File: config.mk
export PLATFORM = sky130hd
export DESIGN_NAME = secure_vault_ctrl
export DESIGN_NICKNAME = d
export VERILOG_FILES = /design/src/rtl/secure_vault_ctrl.sv
export SDC_FILE = /design/constraint.sdc
export NUM_CORES = 1
export LEC_CHECK = 0
export CORE_ASPECT_RATIO = 0.8
export CORE_MARGIN = 2
export CORE_UTILIZATION = 45
export CTS_CLUSTER_SIZE = 16
export DETAILED_ROUTE_END_ITERATION = 8
export HOLD_SLACK_MARGIN = 0.05
export MAX_ROUTING_LAYER = met4
export RECOVER_POWER = 25
export SYNTH_ARGS = -nofsm -noshare
export SYNTH_HDL_FRONTEND = slang
export SYNTH_SLANG_ARGS = --single-unit
File: constraint.sdc
create_clock -name clk -period 4.6 [get_ports clk]
set_input_delay 1.15 -clock clk [delete_from_list [all_inputs] [get_ports clk]]
set_output_delay 1.15 -clock clk [all_outputs]
set_load 0.1 [all_outputs]
File: src/rtl/secure_vault_ctrl.sv
// Password vault controller: master-password authentication with lockout, per-address tweaked
// XOR encryption of stored entries, an entry-valid map and idle auto-relock.
module secure_vault_ctrl #(
   parameter int unsigned       DATA_W         = 8,
   parameter int unsigned       DEPTH          = 16,
   parameter int unsigned       ADDR_W         = 4,
   parameter logic [DATA_W-1:0] MASTER_PASS    = 8'hA5,
   parameter logic [DATA_W-1:0] TWEAK_MUL      = 8'h1D,
   parameter int unsigned       MAX_FAILS      = 3,
   parameter int unsigned       LOCKOUT_CYCLES = 64,
   parameter int unsigned       IDLE_TIMEOUT   = 256
) (
   input  logic                               clk,
   input  logic                               rst_n,
   input  logic                               auth_valid,
   input  logic [DATA_W-1:0]                  auth_pass,
   output logic                               auth_ack,
   output logic                               auth_nack,
   input  logic                               lock_req,
   input  logic                               wr_valid,
   input  logic [ADDR_W-1:0]                  wr_addr,
   input  logic [DATA_W-1:0]                  wr_data,
   output logic [DATA_W-1:0]                  wr_cipher,
   input  logic                               rd_valid,
   input  logic [ADDR_W-1:0]                  rd_addr,
   output logic [DATA_W-1:0]                  rd_data,
   output logic                               rd_data_valid,
   output logic                               rd_miss,
   output logic                               acc_denied,
   output logic                               unlocked,
   output logic                               locked_out,
   output logic [$clog2(MAX_FAILS+1)-1:0]     fail_count
);

   localparam int unsigned FailW  = $clog2(MAX_FAILS + 1);
   localparam int unsigned TmrMax = (LOCKOUT_CYCLES > IDLE_TIMEOUT) ? LOCKOUT_CYCLES
                                                                    : IDLE_TIMEOUT;
   localparam int unsigned TmrW   = (TmrMax > 1) ? $clog2(TmrMax) : 1;

   localparam logic [TmrW-1:0]   LockLoad = TmrW'(LOCKOUT_CYCLES - 1);
   localparam logic [TmrW-1:0]   IdleLoad = TmrW'(IDLE_TIMEOUT - 1);
   localparam logic [FailW-1:0]  FailMax  = FailW'(MAX_FAILS);
   localparam logic [ADDR_W:0]   DepthLim = (ADDR_W + 1)'(DEPTH);

   typedef enum logic [1:0] {
      StLocked   = 2'd0,
      StUnlocked = 2'd1,
      StLockout  = 2'd2
   } state_e;

   // Tweak is taken modulo 2^DATA_W, so truncating the address first is harmless.
   function automatic logic [DATA_W-1:0] tweak(input logic [ADDR_W-1:0] a);
      return DATA_W'(a) * TWEAK_MUL;
   endfunction

   state_e              state_q, state_d;
   logic [FailW-1:0]    fail_q, fail_d, fail_inc;
   logic [TmrW-1:0]     timer_q, timer_d;
   logic                auth_ack_q, auth_ack_d;
   logic                auth_nack_q, auth_nack_d;
   logic                relock;

   logic [DATA_W-1:0]   mem_q [DEPTH];
   logic [DEPTH-1:0]    valid_q;
   logic [DATA_W-1:0]   wr_cipher_q, wr_cipher_d;
   logic [DATA_W-1:0]   rd_data_q, rd_plain;
   logic                rd_data_valid_q, rd_miss_q, acc_denied_q;

   logic                pass_ok, access_ok, wr_in_range, rd_in_range;
   logic                wr_acc, rd_acc, rd_hit, deny;

   assign pass_ok     = (auth_pass == MASTER_PASS);
   assign fail_inc    = fail_q + 1'b1;

   // lock_req in the same cycle as an access wins, so the access is refused.
   assign access_ok   = (state_q == StUnlocked) && !lock_req;
   assign wr_in_range = ({1'b0, wr_addr} < DepthLim);
   assign rd_in_range = ({1'b0, rd_addr} < DepthLim);
   assign wr_acc      = wr_valid && access_ok && wr_in_range;
   assign rd_acc      = rd_valid && access_ok && rd_in_range;
   assign deny        = (wr_valid && !wr_acc) || (rd_valid && !rd_acc);

   assign wr_cipher_d = wr_data ^ MASTER_PASS ^ tweak(wr_addr);
   assign rd_hit      = valid_q[rd_addr];
   assign rd_plain    = mem_q[rd_addr] ^ MASTER_PASS ^ tweak(rd_addr);

   always_comb begin
      state_d     = state_q;
      fail_d      = fail_q;
      timer_d     = timer_q;
      auth_ack_d  = 1'b0;
      auth_nack_d = 1'b0;
      relock      = 1'b0;
      case (state_q)
         StLocked: begin
            if (auth_valid) begin
               if (pass_ok) begin
                  auth_ack_d = 1'b1;
                  state_d    = StUnlocked;
                  fail_d     = '0;
                  timer_d    = IdleLoad;
               end else begin
                  auth_nack_d = 1'b1;
                  fail_d      = fail_inc;
                  if (fail_inc == FailMax) begin
                     state_d = StLockout;
                     timer_d = LockLoad;
                  end
               end
            end
         end
         StLockout: begin
            auth_nack_d = auth_valid;
            if (timer_q == '0) begin
               state_d = StLocked;
               fail_d  = '0;
            end else begin
               timer_d = timer_q - 1'b1;
            end
         end
         StUnlocked: begin
            auth_ack_d  = auth_valid && pass_ok;
            auth_nack_d = auth_valid && !pass_ok;
            if (lock_req) begin
               state_d = StLocked;
               relock  = 1'b1;
            end else if (rd_acc || wr_acc) begin
               timer_d = IdleLoad;
            end else if (timer_q == '0) begin
               state_d = StLocked;
               relock  = 1'b1;
            end else begin
               timer_d = timer_q - 1'b1;
            end
         end
         default: state_d = StLocked;
      endcase
   end

   always_ff @(posedge clk or negedge rst_n) begin
      if (!rst_n) begin
         state_q         <= StLocked;
         fail_q          <= '0;
         timer_q         <= '0;
         auth_ack_q      <= 1'b0;
         auth_nack_q     <= 1'b0;
         valid_q         <= '0;
         wr_cipher_q     <= '0;
         rd_data_q       <= '0;
         rd_data_valid_q <= 1'b0;
         rd_miss_q       <= 1'b0;
         acc_denied_q    <= 1'b0;
      end else begin
         state_q         <= state_d;
         fail_q          <= fail_d;
         timer_q         <= timer_d;
         auth_ack_q      <= auth_ack_d;
         auth_nack_q     <= auth_nack_d;
         acc_denied_q    <= deny;
         rd_data_valid_q <= rd_acc && rd_hit;
         rd_miss_q       <= rd_acc && !rd_hit;
         // Relock and an accepted read never coincide, so the order here is free.
         if (rd_acc) begin
            rd_data_q <= rd_hit ? rd_plain : '0;
         end else if (relock) begin
            rd_data_q <= '0;
         end
         if (wr_acc) begin
            valid_q[wr_addr] <= 1'b1;
            wr_cipher_q      <= wr_cipher_d;
         end
      end
   end

   // Storage needs no reset: an entry is only readable once its valid bit is set.
   always_ff @(posedge clk) begin
      if (wr_acc) begin
         mem_q[wr_addr] <= wr_cipher_d;
      end
   end

   assign auth_ack      = auth_ack_q;
   assign auth_nack     = auth_nack_q;
   assign wr_cipher     = wr_cipher_q;
   assign rd_data       = rd_data_q;
   assign rd_data_valid = rd_data_valid_q;
   assign rd_miss       = rd_miss_q;
   assign acc_denied    = acc_denied_q;
   assign unlocked      = (state_q == StUnlocked);
   assign locked_out    = (state_q == StLockout);
   assign fail_count    = fail_q;

endmodule

# After elaboration in Yosys (flattened, before gate mapping)
# Memory sizes are Yosys's and may differ from the RTL's.
# Cells that the tools add are included.
[totals] memories=1 wordCells=95 output_inout_bits=25 reg_bits=49 inputBits=30 ram_bits=128
[classes] magnitude_cmp=3 bitwise_logic=5 mul=2 eq_ne=9 reduce_logical=25 n_addsub=2 muxes=37
[memory_table] name="mem_q" depth=16 word_bits=8 rd=1 rd_clocked_by_memory_dff=0 wr=1 line="63" source="logic [DATA_W-1:0] mem_q [DEPTH];"
[op_table] operator="$mux W8" n=9
[op_table] operator="$pmux W8 S3" n=1
[op_table] operator="$mux W2" n=9
[op_table] operator="$mul A4 B5 Y8 const B" n=2
[op_table] operator="$or A16 B16 Y16" n=1
[op_table] operator="$xor A8 B8 Y8" n=2
[op_table] operator="$mux W1" n=12
[op_table] operator="$logic_and A1 B1 Y1" n=10
[op_table] operator="$lt A4 B5 Y1 const B" n=2
[op_table] operator="$eq A8 B8 Y1 const B" n=1
[op_table] operator="$logic_not A8 Y1" n=1
[op_table] operator="$not A4 Y4" n=2
[op_table] operator="$sub A8 B1 Y8 const B" n=1
[op_table] operator="$ne A3 B3 Y1 const B" n=2
[op_table] operator="$pmux W2 S3" n=1
[op_table] operator="$reduce_and A3 Y1" n=2
[op_table] operator="$logic_not A1 Y1" n=5
[op_table] operator="$bmux W1 S4" n=1
[op_table] operator="$demux W1 S4" n=1
[op_table] operator="$eq A2 B2 Y1 const B" n=2
[op_table] operator="$ge A4 B1 Y1 const B" n=1
[op_table] operator="$ne A2 B2 Y1 const B" n=2
[op_table] operator="$pmux W2 S2" n=1
[op_table] operator="$reduce_and A4 Y1" n=1
[op_table] operator="9 further kinds" n=11

# Logic depth before layout (Yosys ltp)
[depth] ltp_word=9 depth_mapped=10 mapped_depth_nobuf=10

# Least setup slack after synthesis
# No wires, ideal clock.
[synth_timing] path_kind="input port to flip-flop" from="input port wr_addr[1]" to="register wr_cipher_q[7], in the netlist wr_cipher[7]" arrival_ps=3536 n_path_buf=0 stages=9 setup_slack_ps=995 required_ps=4531 setup_time_ps=69 cell_sequence="ha_1 -> fa_1 -> inv_1 -> fa_1 -> inv_1 -> a21o_1 -> a21oi_1 -> xnor2_1 -> mux2_2"
[synth_via] elab_chain_len=2
[synth_lines] item="start: declaration" line="21" source="input logic [ADDR_W-1:0] wr_addr,"
[synth_lines] item="$mul A4 B5 Y8" line="53" source="return DATA_W'(a) * TWEAK_MUL;"
[synth_lines] item="$xor A8 B8 Y8" line="83" source="assign wr_cipher_d = wr_data ^ MASTER_PASS ^ tweak(wr_addr);"
[synth_lines] item="via wr_cipher_d[7]" line="65" source="logic [DATA_W-1:0] wr_cipher_q, wr_cipher_d;"
[synth_lines] item="end signal: assignment" line="170" source="wr_cipher_q <= wr_cipher_d;"
[synth_lines] item="end: declaration" line="65"
# The timed path passes the listed nets, and every way through them passes these cells.
# A chain may end at the register's enable or synchronous reset.

# Worst setup path after layout
# Ends and elaborated chain as after synthesis.

==> impl_results.md <==
* Status: completed
* Drt via density at 5.67
* CP max-delay cell: xnor2_1
* Pwr/cell area at 508 nW/µm²
* Final #Nets at 664
* H-tree levels at 4
* Crit-path max cell delay at 950 ps
* Slew headroom at 0.0688
* Clock sink count at 177
* Final Hold Vio Count at 0
* Hold crit path type: reg2reg
* Global-route wire length before repair at 27.8 mm
* R2R setup slack at 1870 ps
* Register area share after synthesis at 0.637
* Initial antenna violation count at 0
* Crit path buf inv count at 4
* Hold Crit Start: valid_q[6]$_DFFE_PN0P_
* FF-to-FF Start: state_q[1]$_DFFE_PN0P_
* Area growth syn-to-layout at 19.2%
* Synth Flop Type: edfxtp_1
* Fillcell total at 1427
* Die Wd at 153 µm
* Sequential Area at 5070 µm²
* Lkg Pwr at 0.00363 µW
* Vias at 4716
* Starting Density at 0.459
* Fmax at 0.241 GHz
* Most frequent cells in the layout: edfxtp_1 (128), dfrtp_1 (49), clkdlybuf4s50_1 (49), mux4_2 (37), ha_1 (32)
* Period minus WS final at 4150 ps
* Skew-Pair Late Insertion Delay at 420 ps
* Fin. max-slew vios at 0
* CP Launch Type: input port
* RSZ-0062 raised after global routing: no
* Comb power frac at 0.301
* Ys async rst share at 0.277
* Top Ports at 55
* Routed wire per std cell at 21.4 µm
* CP max FO at 17
* Port Buffers at 54
* Grt ovf at 0
* Mean post-synth cell area at 15.8 µm²
* Finished Layout Cells at 832
* GRT Overall Usage at 0.207
* CORE AREA at 17300 µm²
* Yosys warning total at 0
* Clock skew at 13.8 ps
* Count of cells resized by post-cts repair at 0
* # diodes at 0
* FF-to-FF End: mem_q[13][2]$_DFFE_PP_
* CP delay by family, top: adder cells
* Die area at 18800 µm²
* CTS buffer count at 17
* Hold Path Sink: valid_q[6]$_DFFE_PN0P_
* Maximum vdd drop at 0.000636 V
* Cells along the critical path: clkdlybuf4s50_1, buf_4, ha_1, fa_1, inv_1, fa_1, inv_1, a21o_1, a21oi_1, xnor2_1, mux2_2
* Post-Syn Area at 7960 µm²
* Max cap viols at 0
* Post-synth EDFFs at 128
* Worst r2r path cells at 7
* Hold slack at 468 ps
* Hold depth at 1
* Setup violations, final at 0
* First-pass detailed-route iteration total at 5
* Worst Tran Pin Value at 1400 ps
* Total routed wirelength at 17.8 mm
* CTS Hold Buffers Added at 0
* Layout cells sized above 1 at 0.204
* Crit Path Class: in2reg
* Post-route ant nets at 0
* Post-CTS Setup Bufs at 0
* Switch Pwr at 1650 µW
* Total Neg Setup Slack at 0 ps
* Reg clk slew, reported paths at 70 ps
* Seq pwr share at 0.415
* Die height at 123 µm
* Req. time, crit path at 4950 ps
* Multi-input logic area at 2730 µm²
* Crit end category: register
* Power Internal at 3170 µW
* Arrival time worst endpoint at 4500 ps
* Gate Count Post-Synth at 504
* Number of global-route vias before repair at 4793
* Clk root buf: clkbuf_16
* Sw frac at 0.343
* Syn Nets at 574
* Starting DRT DRC Count at 403
* # DRC at 0
* CTS tree: yes
* Final worst-path cycle share at 0.902
* Placed Cells at 799
* # rows at 43
* Clock share of power at 0.284
* GP Congestion at 0.846
* Bufs on Longest Clock Path at 2
* Commonest non-fill, non-tap cell in the layout: edfxtp_1
* Number of synthesized register bits at 177
* DP Wirelength at 12.3 mm
* Count of cell types in the netlist at 44
* Largest net degree at the start of global routing at 27
per-stage QoR:
stage	total power [µW]	instance area (µm²)	utilization	setup WS, ps
after floorplan	3070	7960	-	995
after global placement	3440	8940	0.516	139
after detailed placement	3480	8940	0.516	36.1
after CTS	4850	9500	0.548	466
after global routing	5040	9480	0.547	208
final	4820	9480	0.547	451
power by group through the flow:
stage	Combinational [µW]	Clock, µW	Sequential (µW)
5_1_grt	1580	1450	2010
3_3_place_gp	1420	0	2020
2_1_floorplan	777	0	2300
4_1_cts	1450	1390	2000
6_report	1450	1370	2000
3_5_place_dp	1450	0	2030
kinds of logic (layout without fill, tap and decap cells):
kind of cell / count (synthesis) / after routing / share of synthesized area
mux: 45 / 45 / 0.116
compound gates: 79 / 79 / 0.0697
xor+xnor: 18 / 18 / 0.0198
buf+inv: 37 / 140 / 0.0190
simple gates: 108 / 108 / 0.0679
flops: 177 / 177 / 0.637
fa+ha+maj: 40 / 40 / 0.0705
worst max path at each step:
stage | endpoint | cells after the start | from | slack (ps)
CTS | wr_cipher[7]$_DFFE_PN0P_ | 11 | wr_addr[1] | 470
finish | wr_cipher[7]$_DFFE_PN0P_ | 11 | wr_addr[1] | 450
global placement | wr_cipher[7]$_DFFE_PN0P_ | 11 | wr_addr[1] | 140
global route | wr_cipher[7]$_DFFE_PN0P_ | 11 | wr_addr[1] | 210
floorplan | wr_cipher[7]$_DFFE_PN0P_ | 9 | wr_addr[1] | 990
detailed placement | wr_cipher[7]$_DFFE_PN0P_ | 11 | wr_addr[1] | 40
per-layer routing:
layer | up-vias | GRT usage | part of all wire
li1 | 2110 | - | -
met1 | 2452 | 0.295 | 0.46
met2 | 142 | 0.311 | 0.47
met3 | 12 | 0.0358 | 0.059
met4 | 0 | 0.0608 | 0.010
met5 | - | - | 0
Yosys cell counts (2+ instances only):
cell       count  area [µm²]
buf_2          4        20.0
and2_1         3        18.8
a32o_1         2        20.0
a22oi_1       12        90.1
nor3_1         8        40.0
clkbuf_1      12        45.0
a31oi_1        3        18.8
and4bb_2       2        25.0
o31ai_1        3        22.5
mux4_2        37         833
a21o_1         5        37.5
nand3_1        5        25.0
mux2i_1        2        20.0
o211ai_1       4        30.0
a21oi_1       14        70.1
xnor2_1       11        96.3
ha_1          32         400
dfrtp_1       49        1230
nor2_1        31         116
o21ai_0       10        50.1
a22o_1        10        87.6
mux2_2         6        67.6
nor2b_1        4        25.0
edfxtp_1     128        3840
nand2b_1       8        50.1
xor2_1         7        61.3
or2_2         17         106
fa_1           8         160
o2bb2ai_1      8        70.1
inv_1         19        71.3
o21ai_1        2        10.0
nand2_1       26        97.6
sequential cells by signal, summed over array words and instances, names as in the netlist:
name,count
auth_nack,1
mem_q,128
rd_miss,1
rd_data,8
wr_cipher,8
fail_count,2
valid_q,16
acc_denied,1
timer_q,8
auth_ack,1
rd_data_valid,1
state_q,2
final cells by class:
class | instances | area share
timing repair buffer | 88 | 0.0807
sequential | 177 | 0.535
inverter | 20 | 0.00792
tap | 225 | 0.0297
clock buffer | 19 | 0.0456
multi-input combinational | 290 | 0.288
clock inverter | 13 | 0.0132
No activity file was read; power rests on OpenSTA's default activity.
